$ cat src/rtl/priority_distributor.sv
// Steers one valid/ack request stream into per-destination FIFOs.
// A request goes to one destination or, in broadcast mode, to every destination at once.
module priority_distributor #(
  parameter int unsigned SINGLE_REQUEST_WIDTH_IN_BITS = 64,
  parameter int unsigned NUM_REQUEST                  = 3,
  parameter int unsigned OUTPUT_QUEUE_SIZE            = 2,
  parameter int unsigned NUM_REQUEST_LOG2             = $clog2(NUM_REQUEST)
) (
  input  logic                                                clk_in,
  input  logic                                                reset_in,
  input  logic [SINGLE_REQUEST_WIDTH_IN_BITS-1:0]             request_in,
  input  logic [NUM_REQUEST_LOG2-1:0]                         request_dest_in,
  input  logic                                                request_broadcast_in,
  input  logic                                                request_valid_in,
  output logic                                                issue_ack_out,
  output logic [SINGLE_REQUEST_WIDTH_IN_BITS*NUM_REQUEST-1:0] request_flatted_out,
  output logic [NUM_REQUEST-1:0]                              request_valid_flatted_out,
  input  logic [NUM_REQUEST-1:0]                              issue_ack_flatted_in,
  output logic                                                dest_error_out
);

  localparam int unsigned W     = SINGLE_REQUEST_WIDTH_IN_BITS;
  localparam int unsigned PTR_W = (OUTPUT_QUEUE_SIZE > 1) ? $clog2(OUTPUT_QUEUE_SIZE) : 1;
  localparam int unsigned CNT_W = PTR_W + 1;

  logic [NUM_REQUEST-1:0] full;
  logic [NUM_REQUEST-1:0] empty;
  logic [NUM_REQUEST-1:0] push;
  logic [NUM_REQUEST-1:0] pop;
  logic [NUM_REQUEST-1:0] dest_onehot;
  logic                   dest_full;
  logic                   dest_in_range;
  logic                   drop_request;

  // Decode the destination and look up its registered full state.
  always_comb begin
    dest_full   = 1'b0;
    dest_onehot = '0;
    for (int unsigned i = 0; i < NUM_REQUEST; i++) begin
      if (32'(request_dest_in) == i) begin
        dest_full      = full[i];
        dest_onehot[i] = 1'b1;
      end
    end
  end

  assign dest_in_range = (32'(request_dest_in) < NUM_REQUEST);

  // Acceptance only looks at counts registered at the start of the cycle,
  // so a same-cycle pop never frees space for a push.
  always_comb begin
    issue_ack_out = 1'b0;
    push          = '0;
    drop_request  = 1'b0;
    if (!reset_in && request_valid_in) begin
      if (request_broadcast_in) begin
        issue_ack_out = ~|full;
        push          = issue_ack_out ? {NUM_REQUEST{1'b1}} : '0;
      end else if (!dest_in_range) begin
        issue_ack_out = 1'b1;
        drop_request  = 1'b1;
      end else begin
        issue_ack_out = ~dest_full;
        push          = issue_ack_out ? dest_onehot : '0;
      end
    end
  end

  always_ff @(posedge clk_in or posedge reset_in) begin
    if (reset_in) begin
      dest_error_out <= 1'b0;
    end else if (drop_request) begin
      dest_error_out <= 1'b1;
    end
  end

  for (genvar g = 0; g < NUM_REQUEST; g++) begin : g_queue
    logic [W-1:0]     mem [OUTPUT_QUEUE_SIZE];
    logic [PTR_W-1:0] rd_ptr;
    logic [PTR_W-1:0] wr_ptr;
    logic [CNT_W-1:0] count;

    assign full[g]  = (count == CNT_W'(OUTPUT_QUEUE_SIZE));
    assign empty[g] = (count == '0);
    assign pop[g]   = issue_ack_flatted_in[g] & ~empty[g];

    always_ff @(posedge clk_in or posedge reset_in) begin
      if (reset_in) begin
        rd_ptr <= '0;
        wr_ptr <= '0;
        count  <= '0;
      end else begin
        if (push[g]) wr_ptr <= wr_ptr + PTR_W'(1);
        if (pop[g])  rd_ptr <= rd_ptr + PTR_W'(1);
        case ({push[g], pop[g]})
          2'b10:   count <= count + CNT_W'(1);
          2'b01:   count <= count - CNT_W'(1);
          default: count <= count;
        endcase
      end
    end

    // Storage needs no reset; the count alone decides what is valid.
    always_ff @(posedge clk_in) begin
      if (push[g]) mem[wr_ptr] <= request_in;
    end

    assign request_valid_flatted_out[g]  = ~empty[g];
    assign request_flatted_out[g*W +: W] = empty[g] ? '0 : mem[rd_ptr];
  end

endmodule

$ cat config.mk
export PLATFORM = sky130hd
export DESIGN_NAME = priority_distributor
export DESIGN_NICKNAME = d
export VERILOG_FILES = /design/src/rtl/priority_distributor.sv
export SDC_FILE = /design/constraint.sdc
export NUM_CORES = 1
export LEC_CHECK = 0
export ABC_AREA = 1
export CAP_MARGIN = 0
export CORE_MARGIN = 10
export CORE_UTILIZATION = 26
export CTS_BUF_LIST = sky130_fd_sc_hd__clkbuf_2
export DETAILED_ROUTE_END_ITERATION = 8
export REMOVE_ABC_BUFFERS = 1
export SYNTH_ARGS = -nofsm -noshare
export SYNTH_HDL_FRONTEND = slang
export SYNTH_SLANG_ARGS = --single-unit
export TNS_END_PERCENT = 1
$ cat constraint.sdc
create_clock -name clk_in -period 8.1 [get_ports clk_in]
set_input_delay 0.81 -clock clk_in [delete_from_list [all_inputs] [get_ports clk_in]]
set_output_delay 0.81 -clock clk_in [all_outputs]
set_load 0.02 [all_outputs]
* Word level (Yosys, flattened, before mapping)
Memories as Yosys holds them, arrays and structs flattened.
Cells that the tools add are included.
** Word-level totals
- Latch bits :: 0
- Register bits :: 13
- Bits of input ports :: 73
- ROM bits :: 0
- Output and inout port bits :: 197
- Memory bits (writable) :: 384
- Memories kept :: 3
** Operators by class
- $add $sub $neg :: 12
- Multiplexer cells :: 29
- Reductions and logical operators :: 11
- $mul :: 0
- $lt $le $gt $ge :: 1
- Equality and inequality tests :: 11
- Bitwise gates (word level) :: 7
- Shifts and indexed selects :: 0
- Div/mod/pow operators :: 0
** Memory list
- g_queue[0].mem :: words 2, bits a word 64, read ports 1, clocked after memory_dff 0, write ports 1, RTL line 78 : logic [W-1:0] mem [OUTPUT_QUEUE_SIZE];
- g_queue[1].mem :: words 2, bits a word 64, read ports 1, clocked after memory_dff 0, write ports 1, RTL line 78
- g_queue[2].mem :: words 2, bits a word 64, read ports 1, clocked after memory_dff 0, write ports 1, RTL line 78
** Operators by type and width (number)
- $mux W64 :: 3
- $mux W1 :: 18
- $mux W3 :: 5
- $eq A2 B2 Y1 const B :: 7
- $pmux W2 S2 :: 3
- $eq A2 B1 Y1 const B :: 4
- $logic_not A2 Y1 :: 4
- $add A1 B1 Y1 const B :: 6
- $add A2 B1 Y2 const B :: 3
- $reduce_bool A2 Y1 :: 3
- $sub A2 B1 Y2 const B :: 3
- $not A1 Y1 :: 4
- $and A1 B1 Y1 :: 3
- $reduce_or A3 Y1 :: 1
- $logic_not A1 Y1 :: 2
- $lt A2 B2 Y1 const B :: 1
- $logic_and A1 B1 Y1 :: 1

* Depth between registers and ports, before layout
Gate-level depths: netlist (run 1).
- Depth after elaboration :: 10
- Depth in mapped cells :: 9
- Depth with buffers taken out :: 9

* Worst setup path before layout (run 1)
OpenSTA, ideal clock, no wires.
- Kind :: input -> register
- Start point :: input request_valid_in
- End point :: memory g_queue[2].mem[1][0] (netlist bit) (enable)
- Data arrival time :: 3.882 ns
- Stages on the path :: 4
- Library setup time :: 0.486 ns
- Path buffers :: 0
- Path slack :: 3.732 ns
- Required time :: 7.614 ns
- Path through :: inv_1 nor2_1 nand3_1 nor2_1
** On the way
- Word-level cells in the longest chain between the ends :: 4
** Ends and longest elaborated chain
- start: declaration :: RTL line 14 : input logic request_valid_in,
- $logic_and A1 B1 Y1 :: RTL line 55 : if (!reset_in && request_valid_in) begin
- $mux W3 :: RTL line 55
- $mux W1 :: RTL line 105 : if (push[g]) mem[wr_ptr] <= request_in;
- $mux W1 (implied by the code) :: RTL line 105
- end: declaration :: RTL line 78
Every way passes these cells.

* Worst setup path in the final report (run 1)
- Start point :: register g_queue[0].rd_ptr
- End point :: output request_flatted_out[55]
** On the way
- Word-level cells in the longest chain between the ends :: 2
** Ends and longest elaborated chain
- start: declaration :: RTL line 79 : logic [PTR_W-1:0] rd_ptr;
- start signal: assignment :: RTL line 94 : if (pop[g]) rd_ptr <= rd_ptr + PTR_W'(1);
- $mem_v2 Z2 W64
- $mux W64 :: RTL line 109 : assign request_flatted_out[g*W +: W] = empty[g] ? '0 : mem[rd_ptr];
- end: declaration :: RTL line 16 : output logic [SINGLE_REQUEST_WIDTH_IN_BITS*NUM_REQUEST-1:0] request_flatted_out,
Every way passes these cells.

==> results of run 1 <==
==> critical path: cells and delay by family, from the launching register on <==
kind	cells	cell delay, ps
compound gates	1	180
buf+inv	3	1770
flops	1	790
simple gates	1	120
==> final timing paths <==
check	from	endpoint	cells after the start
max	g_queue[0].rd_ptr$_DFFE_PP0P_	request_flatted_out[55]	5
min in group asynchronous	reset_in	g_queue[0].count[1]$_DFFE_PP0P_	3
min	request_dest_in[1]	dest_error_out$_DFFE_PP0P_	3
max in group asynchronous	reset_in	g_queue[0].rd_ptr$_DFFE_PP0P_	3
min reg2reg	g_queue[2].wr_ptr$_DFFE_PP0P_	g_queue[2].wr_ptr$_DFFE_PP0P_	2
max reg2reg	g_queue[2].count[0]$_DFFE_PP0P_	g_queue[0].mem[1][40]$_DFFE_PP_	7
==> synthesized netlist by cell type <==
cell / n / area [um^2]
nand3_1: 11 / 55.1
o21bai_1: 1 / 7.51
nand2_1: 405 / 1520
a21oi_1: 195 / 976
buf_4: 5 / 37.5
clkbuf_1: 23 / 86.3
o21ai_2: 1 / 8.76
inv_1: 20 / 75.1
xnor2_1: 6 / 52.6
ha_1: 3 / 37.5
buf_2: 32 / 160
dfrtp_1: 13 / 325
xor2_1: 3 / 26.3
edfxtp_1: 384 / 11500
nand2_2: 1 / 6.26
inv_2: 4 / 15.0
nor2_1: 13 / 48.8
o21ai_0: 3 / 15.0
==> layer usage <==
layer  vias to the layer above  wire length (um)  GRT usage, %
li1                       4671                 -             -
met1                      4793             18800          15.8
met2                       313             20700          20.5
met3                        62              2960          3.90
met4                         2               832          4.57
met5                         -                17             0
==> area by class of cell <==
| cell class | count | area [um^2] | area share, % |
|---|---|---|---|
| tap | 756 | 946 | 4.86 |
| clock buffer | 141 | 706 | 3.62 |
| antenna | 2 | 5.00 | 0.0257 |
| clock inverter | 39 | 264 | 1.36 |
| multi-input combinational | 642 | 2800 | 14.4 |
| sequential | 397 | 11900 | 60.9 |
| inverter | 24 | 95.1 | 0.488 |
| timing repair buffer | 283 | 2800 | 14.4 |
==> cells by family (layout without fill, tap and decap cells) <==
| kind of cell | count (synthesis) | count (layout) |
|---|---|---|
| and+or+nand+nor | 430 | 430 |
| DFF | 397 | 397 |
| AOI/OAI and AO/OA | 200 | 200 |
| buffers and inverters | 84 | 487 |
| xor gates and xnor gates | 9 | 9 |
| adders and majority gates | 3 | 3 |
| other | 0 | 2 |
==> per-stage QoR <==
stage	hold WS [ps]	area, um^2
2_1_floorplan	442	14700
3_3_place_gp	459	18500
3_5_place_dp	459	18500
4_1_cts	195	19500
5_1_grt	304	19500
6_report	443	19500
==> report_power, final <==
group	internal, mW	switching, mW	total [mW]
Clock	0.599	0.809	1.41
Combinational	1.25	2.10	3.36
Sequential	2.49	0.133	2.63
==> flip-flops by register name, summed over array words and instances, names as in the netlist <==
signal,count
g_queue.mem,384
g_queue.count,6
g_queue.rd_ptr,3
g_queue.wr_ptr,3
dest_error_out,1
==> flow_metrics.env, run 1 <==
export IMPL_antenna_found_initial=3
export IMPL_final_cell_mix="nand2_1 (405), edfxtp_1 (384), clkdlybuf4s50_1 (269)"
export IMPL_finalSetupViolations=0
export IMPL_p_leak_nw=6.85
export IMPL_power_mw=7.39
export IMPL_hp_class="primary input to flip-flop"
export IMPL_grt_setup_unrepaired="false"
export IMPL_syn2layout_area_growth_pct=30.0
export IMPL_dp_cells=2101
export IMPL_io_buffers=269
export IMPL_tritoncts="done"
export IMPL_path_class="flip-flop to primary output"
export IMPL_cap_violations=0
export IMPL_mostFrequentLayoutCell="nand2_1"
export IMPL_cts_buffers=101
export IMPL_r2r_setup_slack_ps=5170
export IMPL_synth_area_mux_share_pct=0
export IMPL_cpPeakStageDelay_ps=790
export IMPL_worstSetupEndpointType="primary output"
export IMPL_clock_skew_ps=43.2
export IMPL_yosys_area_share_adder_pct=0.251
export IMPL_first_iter_violations=623
export IMPL_overflow=0
export IMPL_setup_tns_ps=0
export IMPL_hpwl_mm=26.4
export IMPL_cp_max_fo=66
export IMPL_layout_nets=1525
export IMPL_yosys_warnings=0
export IMPL_drive_gt1_share_pct=12.0
export IMPL_fin_util_pct=34.4
export IMPL_synth_seq_area_share_pct=79.1
export IMPL_cts_max_path_buffers=3
export IMPL_htreeDepth=3
export IMPL_gp_congestion=0.758
export IMPL_min_period_ps=4780
export IMPL_crit_path_start_kind="flip-flop"
export IMPL_power_density_nw_per_um2=379
export IMPL_max_vdd_ir_drop_uv=213
export IMPL_synth_top_family_by_area="simple AND/OR/NAND/NOR gates"
export IMPL_route_detailed_vias_per_inst=4.31
export IMPL_coreArea_um2=56700
export IMPL_ys_ff_latch=397
export IMPL_fin_cells=2284
export IMPL_finalMaxSlewViolations=0
export IMPL_fmax_mhz=209
export IMPL_cp_arrival_ps=3970
export IMPL_synthXorXnorAreaFrac_pct=0.526
export IMPL_insertion_delay_ps=1030
export IMPL_period_share_pct=59.0
export IMPL_final_hold_violation_count=0
export IMPL_wl_mm=43.3
export IMPL_die_y_um=260
export IMPL_synth_area_um2=15000
export IMPL_synth_compound_area_share_pct=6.72
export IMPL_yosys_cell_types_count=18
export IMPL_place_ws_ps=4300
export IMPL_grt_pass1_wl_mm=64.4
export IMPL_critical_path_slowest_cell="dfrtp_4"
export IMPL_clock_sinks=397
export IMPL_status="completed"
export IMPL_syn_area_per_cell_um2=13.3
export IMPL_tightestPinTransition_ps=1110
export IMPL_relSlewSlack_pct=26.1
export IMPL_clockRootBuffer="clkbuf_2"
export IMPL_n_fill_cell=5569
export IMPL_clkTransAtPathRegs_ps=90
export IMPL_grt_max_degree=67
export IMPL_wl_per_cell_um=19.0
export IMPL_drtAntennaViolNets=0
export IMPL_synthCells=1123
export IMPL_initial_core_util_pct=26.4
export IMPL_die_area_um2=67600
export IMPL_fin_ws_ps=3320
export IMPL_crit_chain="inv_2 -> buf_4 -> nand2_1 -> a21oi_1 -> clkdlybuf4s50_1"
export IMPL_track_usage_pct=12.7
export IMPL_cts_hold_buf=1
export IMPL_first_pass_iters=5
export IMPL_vias=9841
export IMPL_route_detailed_drc=0
export IMPL_cp_required_ps=7290
export IMPL_synth_simple_gate_area_share_pct=10.9
export IMPL_fp_row_count=87
export IMPL_post_cts_buffers=0
export IMPL_pin_count=270
export IMPL_grt_pass1_vias=9974
export IMPL_post_cts_resized=0
export IMPL_chipWidth_um=260
Power figures use the tool's default switching activity.
==> inputs of run 2 (changes only) <==
Clock period 8.1 ns to 4.45 ns, I/O delays scaled along.
==> flow_metrics.env, run 2 (synthesis gave the netlist of run 1 again) <==
export IMPL_status="completed"
export IMPL_hpwl_mm=27.2
export IMPL_route_detailed_vias_per_inst=4.31
export IMPL_layout_nets=1599
export IMPL_wl_met3_mm=2.94
export IMPL_drtAntennaViolNets=0
export IMPL_period_share_pct=91.5
export IMPL_cp_required_ps=4010
export IMPL_cp_arrival_ps=3630
export IMPL_tritoncts="done"
export IMPL_grt_pass1_wl_mm=65.6
export IMPL_io_buffers=269
export IMPL_cts_buffers=103
export IMPL_met1_length_mm=17.8
export IMPL_p_leak_nw=7.19
export IMPL_setup_tns_ps=0
export IMPL_fp_row_count=87
export IMPL_vias=10149
export IMPL_grt_pass1_vias=10717
export IMPL_dpl_instance_area_um2=18600
export IMPL_wl_met2_mm=21.8
export IMPL_finalMaxSlewViolations=0
export IMPL_syn2layout_area_growth_pct=35.1
export IMPL_initial_core_util_pct=26.4
export IMPL_n_fill_cell=5486
export IMPL_final_cell_mix="nand2_1 (405), edfxtp_1 (384), clkdlybuf4s50_1 (269)"
export IMPL_top_register="g_queue.mem"
export IMPL_relSlewSlack_pct=29.9
export IMPL_wl_per_cell_um=18.5
export IMPL_finalSetupViolations=0
export IMPL_power_density_nw_per_um2=671
export IMPL_clock_skew_ps=57.2
export IMPL_cap_violations=0
export IMPL_antenna_found_initial=1
export IMPL_mostFrequentLayoutCell="nand2_1"
export IMPL_top_regs="g_queue.mem: 384 flops, g_queue.count: 6 flops"
export IMPL_place_ws_ps=1300
export IMPL_pin_count=270
export IMPL_insertion_delay_ps=1050
export IMPL_route_detailed_drc=0
export IMPL_first_iter_violations=608
export IMPL_grt_setup_unrepaired="false"
export IMPL_crit_family="buffers and inverters"
export IMPL_clock_sinks=397
export IMPL_critPathBufInv=3
export IMPL_fin_ws_ps=379
export IMPL_overflow=0
export IMPL_design_area_um2=20200
export IMPL_tightestPinTransition_ps=1050
export IMPL_die_area_um2=67600
export IMPL_first_pass_iters=5
export IMPL_routed_top_layer="met4"
export IMPL_gp_congestion=0.742
export IMPL_clkTransAtPathRegs_ps=90
export IMPL_cts_max_path_buffers=3
export IMPL_power_mw=13.6
export IMPL_drive_gt1_share_pct=12.1
export IMPL_critical_path_slowest_cell="dfrtp_4"
export IMPL_crit_chain="inv_2 -> buf_4 -> nand2_1 -> a21oi_1 -> clkdlybuf4s50_1"
export IMPL_final_hold_violation_count=0
export IMPL_path_class="flip-flop to primary output"
export IMPL_hp_class="primary input to flip-flop"
export IMPL_worstSetupEndpointType="primary output"
export IMPL_track_usage_pct=12.8
export IMPL_cpPeakStageDelay_ps=670
export IMPL_max_vdd_ir_drop_uv=411
export IMPL_grt_max_degree=66
export IMPL_post_cts_buffers=0
export IMPL_clockRootBuffer="clkbuf_2"
export IMPL_cp_max_fo=35
export IMPL_wl_mm=43.4
export IMPL_min_period_ps=4070
export IMPL_fmax_mhz=246
export IMPL_coreArea_um2=56700
export IMPL_die_y_um=260
export IMPL_chipWidth_um=260
export IMPL_htreeDepth=3
export IMPL_largest_reg_flops=384
export IMPL_crit_path_start_kind="flip-flop"
==> run 2: cell count changes in the layout (fill, tap and decap cells not counted) <==
cell,change
clkinvlp_4,-2
clkinv_1,-8
buf_12,+3
inv_4,+1
inv_2,-1
buf_4,+3
diode_2,+2
dlygate4sd3_1,+66
clkinv_2,+2
bufinv_16,+1
clkbuf_2,+3
==> run 2: final cells by class <==
cell class / count / area (um^2) / share of cell area, %
flip-flops and latches: 397 / 11900 / 58.6
repair buffers: 355 / 3540 / 17.5
multi-input cells: 642 / 2800 / 13.8
well taps: 756 / 946 / 4.67
clock buffers: 144 / 721 / 3.56
clock inverters: 32 / 259 / 1.28
inverters: 24 / 97.6 / 0.482
diodes: 4 / 10.0 / 0.0494
==> run 2: power by group <==
group          switching, mW  total (mW)  internal, mW
sequential             0.245        4.78          4.54
clock                   1.46        2.61          1.16
combinational           3.83        6.19          2.37
==> run 2: final timing paths <==
kind,depth (start not counted),endpoint,startpoint,slack [ps]
setup / recovery,5,request_flatted_out[58],g_queue[0].rd_ptr$_DFFE_PP0P_,380
hold / removal,1,g_queue[1].mem[1][13]$_DFFE_PP_,request_in[13],210
setup reg to reg,7,g_queue[1].mem[0][7]$_DFFE_PP_,g_queue[0].count[0]$_DFFE_PP0P_,2070
hold reg to reg,2,g_queue[2].wr_ptr$_DFFE_PP0P_,g_queue[2].wr_ptr$_DFFE_PP0P_,490
max in group asynchronous,3,g_queue[1].rd_ptr$_DFFE_PP0P_,reset_in,3680
min in group asynchronous,3,g_queue[0].count[0]$_DFFE_PP0P_,reset_in,330
==> run 2: stage by stage <==
stage	hold slack, ps	utilization, %	cells
finish	214	35.7	2354
global route	66.4	35.7	2353
CTS	12.1	35.7	2350
detailed placement	473	32.8	2107
global placement	455	32.8	2107
floorplan	322	-	1063
==> run 2: layer usage <==
layer  global-route usage [%]  vias up
li1                         -     4806
met1                     14.8     4968
met2                     21.8      317
met3                     3.87       58
met4                     4.84        0
met5                        0        -
==> run 2: repair_timing <==
action | in CTS | in global routing
hold buffers | 67 | 0
setup endpoints to repair | 2 | 0
resized for setup | 1 | 0
hold endpoints to repair | 374 | 0
